[src/rtl/npu_pkg.sv]
// Shared types and constants for the NPU MAC sequencer.
// Contents: FSM state enum, tap-count constants, taps clamp helper.
package npu_pkg;

  localparam int unsigned K_SIZE          = 3;
  localparam int unsigned MAX_TAPS        = K_SIZE * K_SIZE;
  localparam int unsigned B_DIRECT_OFFSET = MAX_TAPS;
  localparam int unsigned TAP_W           = 4;
  localparam int unsigned PERF_W          = 16;

  typedef enum logic [2:0] {
    IDLE  = 3'd0,
    CLEAR = 3'd1,
    MAC   = 3'd2,
    DRAIN = 3'd3,
    DONE  = 3'd4
  } npu_seq_state_t;

  // Zero or over-range tap requests run the full kernel window.
  function automatic logic [TAP_W-1:0] clamp_taps(input logic [TAP_W-1:0] taps);
    if ((taps == '0) || (taps > TAP_W'(MAX_TAPS)))
      return TAP_W'(MAX_TAPS);
    return taps;
  endfunction

endpackage

[src/rtl/npu_seq_tap_counter.sv]
// Loadable up-counter with terminal-count flag; sequences MAC taps and the
// DRAIN countdown.
// Ports: clk, rst_n, load (count <= load_val), inc (count + 1),
//        term_val (terminal value), count (registered), last_c (count == term_val).
module npu_seq_tap_counter
  import npu_pkg::*;
#(
  parameter int unsigned W = TAP_W
) (
  input  logic         clk,
  input  logic         rst_n,
  input  logic         load,
  input  logic         inc,
  input  logic [W-1:0] load_val,
  input  logic [W-1:0] term_val,
  output logic [W-1:0] count,
  output logic         last_c
);

  // Load wins over increment so a new phase always starts from load_val.
  always_ff @(posedge clk or negedge rst_n) begin
    if (!rst_n)
      count <= '0;
    else if (load)
      count <= load_val;
    else if (inc)
      count <= count + W'(1);
  end

  assign last_c = (count == term_val);

endmodule

[src/rtl/npu_mac_sequencer.sv]
// Runs one KxK convolution window on the PE array from a single start:
// clear accumulators, step weight/input mux selects through the taps with
// PEs enabled, drain the PE pipeline, pulse done.
// Ports: clk, rst_n; start_i, abort_i; cfg_mask_i/cfg_mode_i/cfg_taps_i
//        (latched at start); pe_en_o, pe_mode_sel_o, pe_reg_reset_o,
//        mux_a_sel_o, mux_b_sel_o, busy_o, done_o, perf_mac_cycles_o.
// Optional: define NPU_SEQ_PERF_CNT_EN to enable the saturating MAC-cycle
//           counter; otherwise perf_mac_cycles_o is tied to 0.
module npu_mac_sequencer
  import npu_pkg::*;
#(
  parameter int unsigned N               = 10,
  parameter int unsigned SEL_MUX_A_WIDTH = 4,
  parameter int unsigned SEL_MUX_B_WIDTH = 5,
  parameter int unsigned DRAIN_CYCLES    = 2
) (
  input  logic                       clk,
  input  logic                       rst_n,
  input  logic                       start_i,
  input  logic                       abort_i,
  input  logic [N-1:0]               cfg_mask_i,
  input  logic                       cfg_mode_i,
  input  logic [3:0]                 cfg_taps_i,
  output logic [N-1:0]               pe_en_o,
  output logic [N-1:0]               pe_mode_sel_o,
  output logic [N-1:0]               pe_reg_reset_o,
  output logic [SEL_MUX_A_WIDTH-1:0] mux_a_sel_o,
  output logic [SEL_MUX_B_WIDTH-1:0] mux_b_sel_o,
  output logic                       busy_o,
  output logic                       done_o,
  output logic [PERF_W-1:0]          perf_mac_cycles_o
);

  localparam logic             HAS_DRAIN  = (DRAIN_CYCLES != 0);
  localparam logic [TAP_W-1:0] DRAIN_LAST = HAS_DRAIN ? TAP_W'(DRAIN_CYCLES - 1) : '0;

  npu_seq_state_t state, state_n;
  logic [N-1:0]     mask_q, mask_n;
  logic             mode_q, mode_n;
  logic [TAP_W-1:0] taps_q, taps_n;

  logic             cnt_load, cnt_inc, cnt_last;
  logic [TAP_W-1:0] cnt, cnt_term, tap_nxt;

  logic [N-1:0]               pe_en_n, pe_mode_sel_n, pe_reg_reset_n;
  logic [SEL_MUX_A_WIDTH-1:0] mux_a_n;
  logic [SEL_MUX_B_WIDTH-1:0] mux_b_n;
  logic                       busy_n, done_n;

  // One counter serves both the tap index (MAC) and the drain countdown.
  assign cnt_term = (state == MAC) ? (taps_q - TAP_W'(1)) : DRAIN_LAST;

  npu_seq_tap_counter #(.W(TAP_W)) u_tap_cnt (
    .clk      (clk),
    .rst_n    (rst_n),
    .load     (cnt_load),
    .inc      (cnt_inc),
    .load_val ('0),
    .term_val (cnt_term),
    .count    (cnt),
    .last_c   (cnt_last)
  );

  // Next state and next registered outputs; outputs describe the coming cycle.
  always_comb begin
    state_n        = state;
    mask_n         = mask_q;
    mode_n         = mode_q;
    taps_n         = taps_q;
    cnt_load       = 1'b0;
    cnt_inc        = 1'b0;
    tap_nxt        = '0;
    pe_en_n        = '0;
    pe_reg_reset_n = '0;
    done_n         = 1'b0;
    pe_mode_sel_n  = pe_mode_sel_o;
    mux_a_n        = mux_a_sel_o;
    mux_b_n        = mux_b_sel_o;
    busy_n         = busy_o;

    unique case (state)
      IDLE: begin
        pe_mode_sel_n = '0;
        mux_a_n       = '0;
        mux_b_n       = '0;
        busy_n        = 1'b0;
        if (start_i) begin
          state_n        = CLEAR;
          mask_n         = cfg_mask_i;
          mode_n         = cfg_mode_i;
          taps_n         = clamp_taps(cfg_taps_i);
          pe_reg_reset_n = cfg_mask_i;
          pe_mode_sel_n  = {N{cfg_mode_i}} & cfg_mask_i;
          busy_n         = 1'b1;
        end
      end
      CLEAR: begin
        state_n  = MAC;
        cnt_load = 1'b1;
        tap_nxt  = '0;
        pe_en_n  = mask_q;
        mux_a_n  = SEL_MUX_A_WIDTH'(tap_nxt);
        mux_b_n  = SEL_MUX_B_WIDTH'(tap_nxt)
                 + (mode_q ? SEL_MUX_B_WIDTH'(B_DIRECT_OFFSET) : '0);
      end
      MAC: begin
        if (cnt_last) begin
          cnt_load = 1'b1;
          if (HAS_DRAIN) begin
            state_n = DRAIN;
          end else begin
            state_n = DONE;
            done_n  = 1'b1;
          end
        end else begin
          cnt_inc = 1'b1;
          tap_nxt = cnt + TAP_W'(1);
          pe_en_n = mask_q;
          mux_a_n = SEL_MUX_A_WIDTH'(tap_nxt);
          mux_b_n = SEL_MUX_B_WIDTH'(tap_nxt)
                  + (mode_q ? SEL_MUX_B_WIDTH'(B_DIRECT_OFFSET) : '0);
        end
      end
      DRAIN: begin
        if (cnt_last) begin
          state_n = DONE;
          done_n  = 1'b1;
        end else begin
          cnt_inc = 1'b1;
        end
      end
      DONE: begin
        state_n       = IDLE;
        pe_mode_sel_n = '0;
        mux_a_n       = '0;
        mux_b_n       = '0;
        busy_n        = 1'b0;
      end
      default: state_n = IDLE;
    endcase

    // Abort overrides everything outside IDLE and suppresses done.
    if (abort_i && (state != IDLE)) begin
      state_n        = IDLE;
      pe_en_n        = '0;
      pe_reg_reset_n = '0;
      pe_mode_sel_n  = '0;
      mux_a_n        = '0;
      mux_b_n        = '0;
      busy_n         = 1'b0;
      done_n         = 1'b0;
    end
  end

  // State, latched config and output registers.
  always_ff @(posedge clk or negedge rst_n) begin
    if (!rst_n) begin
      state          <= IDLE;
      mask_q         <= '0;
      mode_q         <= 1'b0;
      taps_q         <= '0;
      pe_en_o        <= '0;
      pe_mode_sel_o  <= '0;
      pe_reg_reset_o <= '0;
      mux_a_sel_o    <= '0;
      mux_b_sel_o    <= '0;
      busy_o         <= 1'b0;
      done_o         <= 1'b0;
    end else begin
      state          <= state_n;
      mask_q         <= mask_n;
      mode_q         <= mode_n;
      taps_q         <= taps_n;
      pe_en_o        <= pe_en_n;
      pe_mode_sel_o  <= pe_mode_sel_n;
      pe_reg_reset_o <= pe_reg_reset_n;
      mux_a_sel_o    <= mux_a_n;
      mux_b_sel_o    <= mux_b_n;
      busy_o         <= busy_n;
      done_o         <= done_n;
    end
  end

`ifdef NPU_SEQ_PERF_CNT_EN
  // Saturating count of MAC-state cycles; only rst_n clears it.
  logic [PERF_W-1:0] perf_q;

  always_ff @(posedge clk or negedge rst_n) begin
    if (!rst_n)
      perf_q <= '0;
    else if ((state == MAC) && (perf_q != '1))
      perf_q <= perf_q + PERF_W'(1);
  end

  assign perf_mac_cycles_o = perf_q;
`else
  assign perf_mac_cycles_o = '0;
`endif

endmodule
[config.mk]
export PLATFORM = sky130hd
export DESIGN_NAME = npu_mac_sequencer
export DESIGN_NICKNAME = d
export VERILOG_FILES = /design/src/rtl/npu_pkg.sv /design/src/rtl/npu_seq_tap_counter.sv /design/src/rtl/npu_mac_sequencer.sv
export SDC_FILE = /design/constraint.sdc
export NUM_CORES = 1
export LEC_CHECK = 0
export CAP_MARGIN = 20
export CORE_ASPECT_RATIO = 1.5
export CORE_MARGIN = 3
export CORE_UTILIZATION = 23
export DETAILED_ROUTE_END_ITERATION = 8
export GPL_TIMING_DRIVEN = 1
export SYNTH_ARGS = -nofsm -noshare
export SYNTH_HDL_FRONTEND = slang
export SYNTH_SLANG_ARGS = --single-unit
[constraint.sdc]
create_clock -name clk -period 1.8 [get_ports clk]
set_input_delay 0.18 -clock clk [delete_from_list [all_inputs] [get_ports clk]]
set_output_delay 0.18 -clock clk [all_outputs]
set_load 0.005 [all_outputs]
==> run summary <==
Run status: finished, violations left
Violated checks: negative setup slack
Top cells by area in the synthesized netlist: sky130_fd_sc_hd__dfrtp_1 54%, sky130_fd_sc_hd__a22o_1 5.4%, sky130_fd_sc_hd__buf_4 4.3%
Critical path class: reg2reg
Min-Delay Path Class: in2async
Fraction of synthesized area in multiplexers: 0.3412%
Worst vdd ir: 0.4350 mV
Max-slew violations: 0
Worst slack at placement: -233.0 ps
Dominant combinational cell family by area after synthesis: compound AO/OA/AOI/OAI gates
Die Outline Area: 14180 sq um
Cell at the root of the clock tree: sky130_fd_sc_hd__clkbuf_16
Clock tree from TritonCTS: done
Vias per cell: 4.403
TritonCTS Sinks: 63
Time the final worst path needs with I/O delays and setup: 2008 ps
Antenna fix cells: 0
Ys async rst share: 100.0%
Final Non-Filler Cells: 514
Number of instances in the synthesized netlist: 259
Wire length of the first global-routing pass: 12050 um
Avg Synthesized Cell Area: 11.33 sq um
Initial antenna violation count: 0
Number of failing hold endpoints at the final stage: 0
Number of antenna-violating nets in the routed design: 0
First-pass DRT Iterations: 4
Share of synthesized area occupied by flip-flops and latches: 53.73%
Final worst setup slack: -207.7 ps
PortBufs: 59
Clock Latency Late Sink: 320 ps
Top-Level Pins: 76
Starting Density: 23.93%
Number of flip-flops and latches in the synthesized netlist: 63
Number of buffers created by CTS: 9
Number of setup violations in the final report: 26
Fraction of the core area covered by cells at the end of the flow: 35.88%
Routed wire length: 7541 um
Residual DRC count: 0
Site row count: 49
Share of synthesized cell area in and, or, nand and nor gates: 16.16%
Number of fill cells in the layout: 1222
Footprint of the flip-flops and latches: 1579 sq um
Cells after DPL: 488
Net count of the finished layout: 381
Arithmetic-cell share of the synthesized area counting full adders, half adders and majority gates: 2.132%
Routed vias: 2263
Leading register cell type out of synthesis: sky130_fd_sc_hd__dfrtp_1
Number of flops mapped to enable cells by yosys: 0
Transition time at the pin with the least slew margin: 752.9 ps
X dimension of the die: 98.22 um
Clock Skew: 4.995 ps
Maximum number of pins on one net before global-route repair: 29
Layout Area Growth over Synthesis: 49.94%
GP Congestion: 0.7899
Multi-input gate area in the final layout: 1434 sq um
Number of global-route vias before repair: 2365
PD cells: 1549 nW/um^2
Data required time of the worst path: 2000 ps
R2R Setup Slk: -210 ps
Slew headroom: 49.62%
Area share of the leading cell type in the synthesized netlist: 53.73%
Core footprint: 12260 sq um
Synthesized cell area: 2934 sq um
Worst hold slack across all endpoints: 411.0 ps
Share of the clock period used by the worst path after layout: 111.5%
Compound-cell area share of the yosys netlist: 18.51%
Xor/xnor cell area share of the yosys netlist: 2.388%
RSZ-0062 raised after global routing: true
Endpoint class of the critical path: flop
Fmax: 498.1 MHz
Yosys Warn Count: 0
Static leakage: 1.989 nW
Gr usage total: 10.81%
Clock-pin slew on the worst setup and hold paths: 50 ps
Cell type contributing the most total cell area after synthesis: sky130_fd_sc_hd__dfrtp_1
H-tree level count: 3
Maximum fanout count along the critical path: 4
Sum of net half-perimeters after detailed placement: 5624 um
Distinct cells, synth: 56
DR WL/cell: 14.67 um
WP data arrival: 2210 ps
Startpoint type of the worst setup path: flop
Proportion of layout cells with a drive suffix above 1: 26.04%
Count of max-cap constraint violations: 0
Global-route congestion overflow total: 0
Die H: 144.3 um
Clock Path Buffers: 2
DRC marker count from the first detailed-route iteration: 75
## critical path, stage by stage, from the launching register on
cell                      delay, ps
sky130_fd_sc_hd__dfrtp_1        400
sky130_fd_sc_hd__inv_2           80
sky130_fd_sc_hd__ha_4           220
sky130_fd_sc_hd__xnor2_4        150
sky130_fd_sc_hd__o31ai_4        340
sky130_fd_sc_hd__a21o_4         210
sky130_fd_sc_hd__buf_4          130
sky130_fd_sc_hd__nand2_4         60
sky130_fd_sc_hd__a221o_1        300
## final cells by class
| cell class | count | share of cell area, % |
|---|---|---|
| repair buffers | 97 | 20.11 |
| clock inverters | 3 | 0.9670 |
| clock buffers | 12 | 5.830 |
| inverters | 3 | 0.2560 |
| well taps | 153 | 4.352 |
| flip-flops and latches | 63 | 35.89 |
| multi-input cells | 183 | 32.59 |
## power breakdown
part	internal [mW]	switching, mW	total [mW]
Sequential	1.79	0.263	2.05
Clock	1.14	0.578	1.71
Combinational	1.59	1.47	3.05
## stage by stage
step,setup TNS [ps],area [sq um],power [mW]
after floorplan,-1737,3027,3.505
after global placement,-3844,3831,4.453
after detailed placement,-4731,3831,4.500
after CTS,-3320,4247,6.500
after global routing,-5490,4399,7.248
final,-3153,4399,6.816
## per-layer routing
layer	vias to the layer above	GRT usage, %	part of all wire [%]
met5	-	0	0
met4	0	5.827	1.9
met3	10	2.124	4.0
met2	57	19.45	55
met1	1112	12.00	39
li1	1084	-	-
## final timing paths
kind / startpoint / to / cells past startpoint
min in group clk: cfg_mask_i[8] / pe_reg_reset_o[8] / 2
max: taps_q[0] / u_tap_cnt.count[0] / 8
min reg2reg: mask_q[2] / mask_q[2] / 1
max reg2reg: taps_q[0] / u_tap_cnt.count[0] / 8
min: rst_n / pe_reg_reset_o[2] / 2
max in group asynchronous: rst_n / u_tap_cnt.count[0] / 3
## state kept, by name, indices dropped and copies added (netlist names)
register	count
state	3
pe_reg_reset_o	10
mux_b_sel_o	5
taps_q	4
pe_mode_sel_o	10
pe_en_o	10
mux_a_sel_o	4
mode_q	1
done_o	1
busy_o	1
u_tap_cnt.count	4
mask_q	10
## cell usage in the layout (no fill, tap or decap), types with 3 or more instances in the layout
| cell | count |
|---|---|
| sky130_fd_sc_hd__ha_1 | 4 |
| sky130_fd_sc_hd__a21oi_1 | 10 |
| sky130_fd_sc_hd__nand2_1 | 23 |
| sky130_fd_sc_hd__nand3b_1 | 4 |
| sky130_fd_sc_hd__buf_6 | 3 |
| sky130_fd_sc_hd__xor2_1 | 3 |
| sky130_fd_sc_hd__a22o_1 | 18 |
| sky130_fd_sc_hd__and2_1 | 11 |
| sky130_fd_sc_hd__a32o_1 | 3 |
| sky130_fd_sc_hd__clkdlybuf4s50_1 | 58 |
| sky130_fd_sc_hd__a21o_1 | 11 |
| sky130_fd_sc_hd__o21ai_0 | 5 |
| sky130_fd_sc_hd__nor3_2 | 3 |
| sky130_fd_sc_hd__o21ai_4 | 3 |
| sky130_fd_sc_hd__conb_1 | 16 |
| sky130_fd_sc_hd__dfrtp_1 | 61 |
| sky130_fd_sc_hd__clkbuf_16 | 9 |
| sky130_fd_sc_hd__nor2_1 | 13 |
| sky130_fd_sc_hd__buf_4 | 34 |
| sky130_fd_sc_hd__nand2b_1 | 5 |
## cell families (layout without fill, tap and decap cells)
logic type      count (synthesis)  count (layout)
compound gates                 69              70
xor+xnor                        8               8
fa+ha+maj                       5               5
buf+inv                        29             115
flops                          63              63
mux                             1               1
other cells                     1              16
simple gates                   83              83
## cell usage after synthesis, types with 2 or more instances
master / number
sky130_fd_sc_hd__a31oi_1: 2
sky130_fd_sc_hd__xor2_1: 4
sky130_fd_sc_hd__nor2_1: 14
sky130_fd_sc_hd__a32o_1: 3
sky130_fd_sc_hd__a21o_1: 11
sky130_fd_sc_hd__a21oi_1: 14
sky130_fd_sc_hd__o21ai_0: 5
sky130_fd_sc_hd__or2_2: 2
sky130_fd_sc_hd__buf_4: 17
sky130_fd_sc_hd__a22o_1: 18
sky130_fd_sc_hd__dfrtp_1: 63
sky130_fd_sc_hd__o31a_1: 2
sky130_fd_sc_hd__inv_1: 3
sky130_fd_sc_hd__nand3_1: 4
sky130_fd_sc_hd__buf_2: 2
sky130_fd_sc_hd__and2b_2: 2
sky130_fd_sc_hd__nor3_1: 4
sky130_fd_sc_hd__ha_1: 5
sky130_fd_sc_hd__nand2b_1: 5
sky130_fd_sc_hd__nand2_1: 23
sky130_fd_sc_hd__and2_1: 11
sky130_fd_sc_hd__nand3b_1: 4
sky130_fd_sc_hd__or2b_1: 2
sky130_fd_sc_hd__xnor2_1: 4
sky130_fd_sc_hd__clkbuf_1: 4
## what timing repair did
item                                   CTS  global route
endpoints found under the hold margin   26             0
pin swaps                               14            16
hold buffers                             1             0
cloned                                   1             0
setup endpoints to repair               26            27
gates resized for setup                 13            18
setup buffers                            4             5
(Power assumes the default switching activity.)
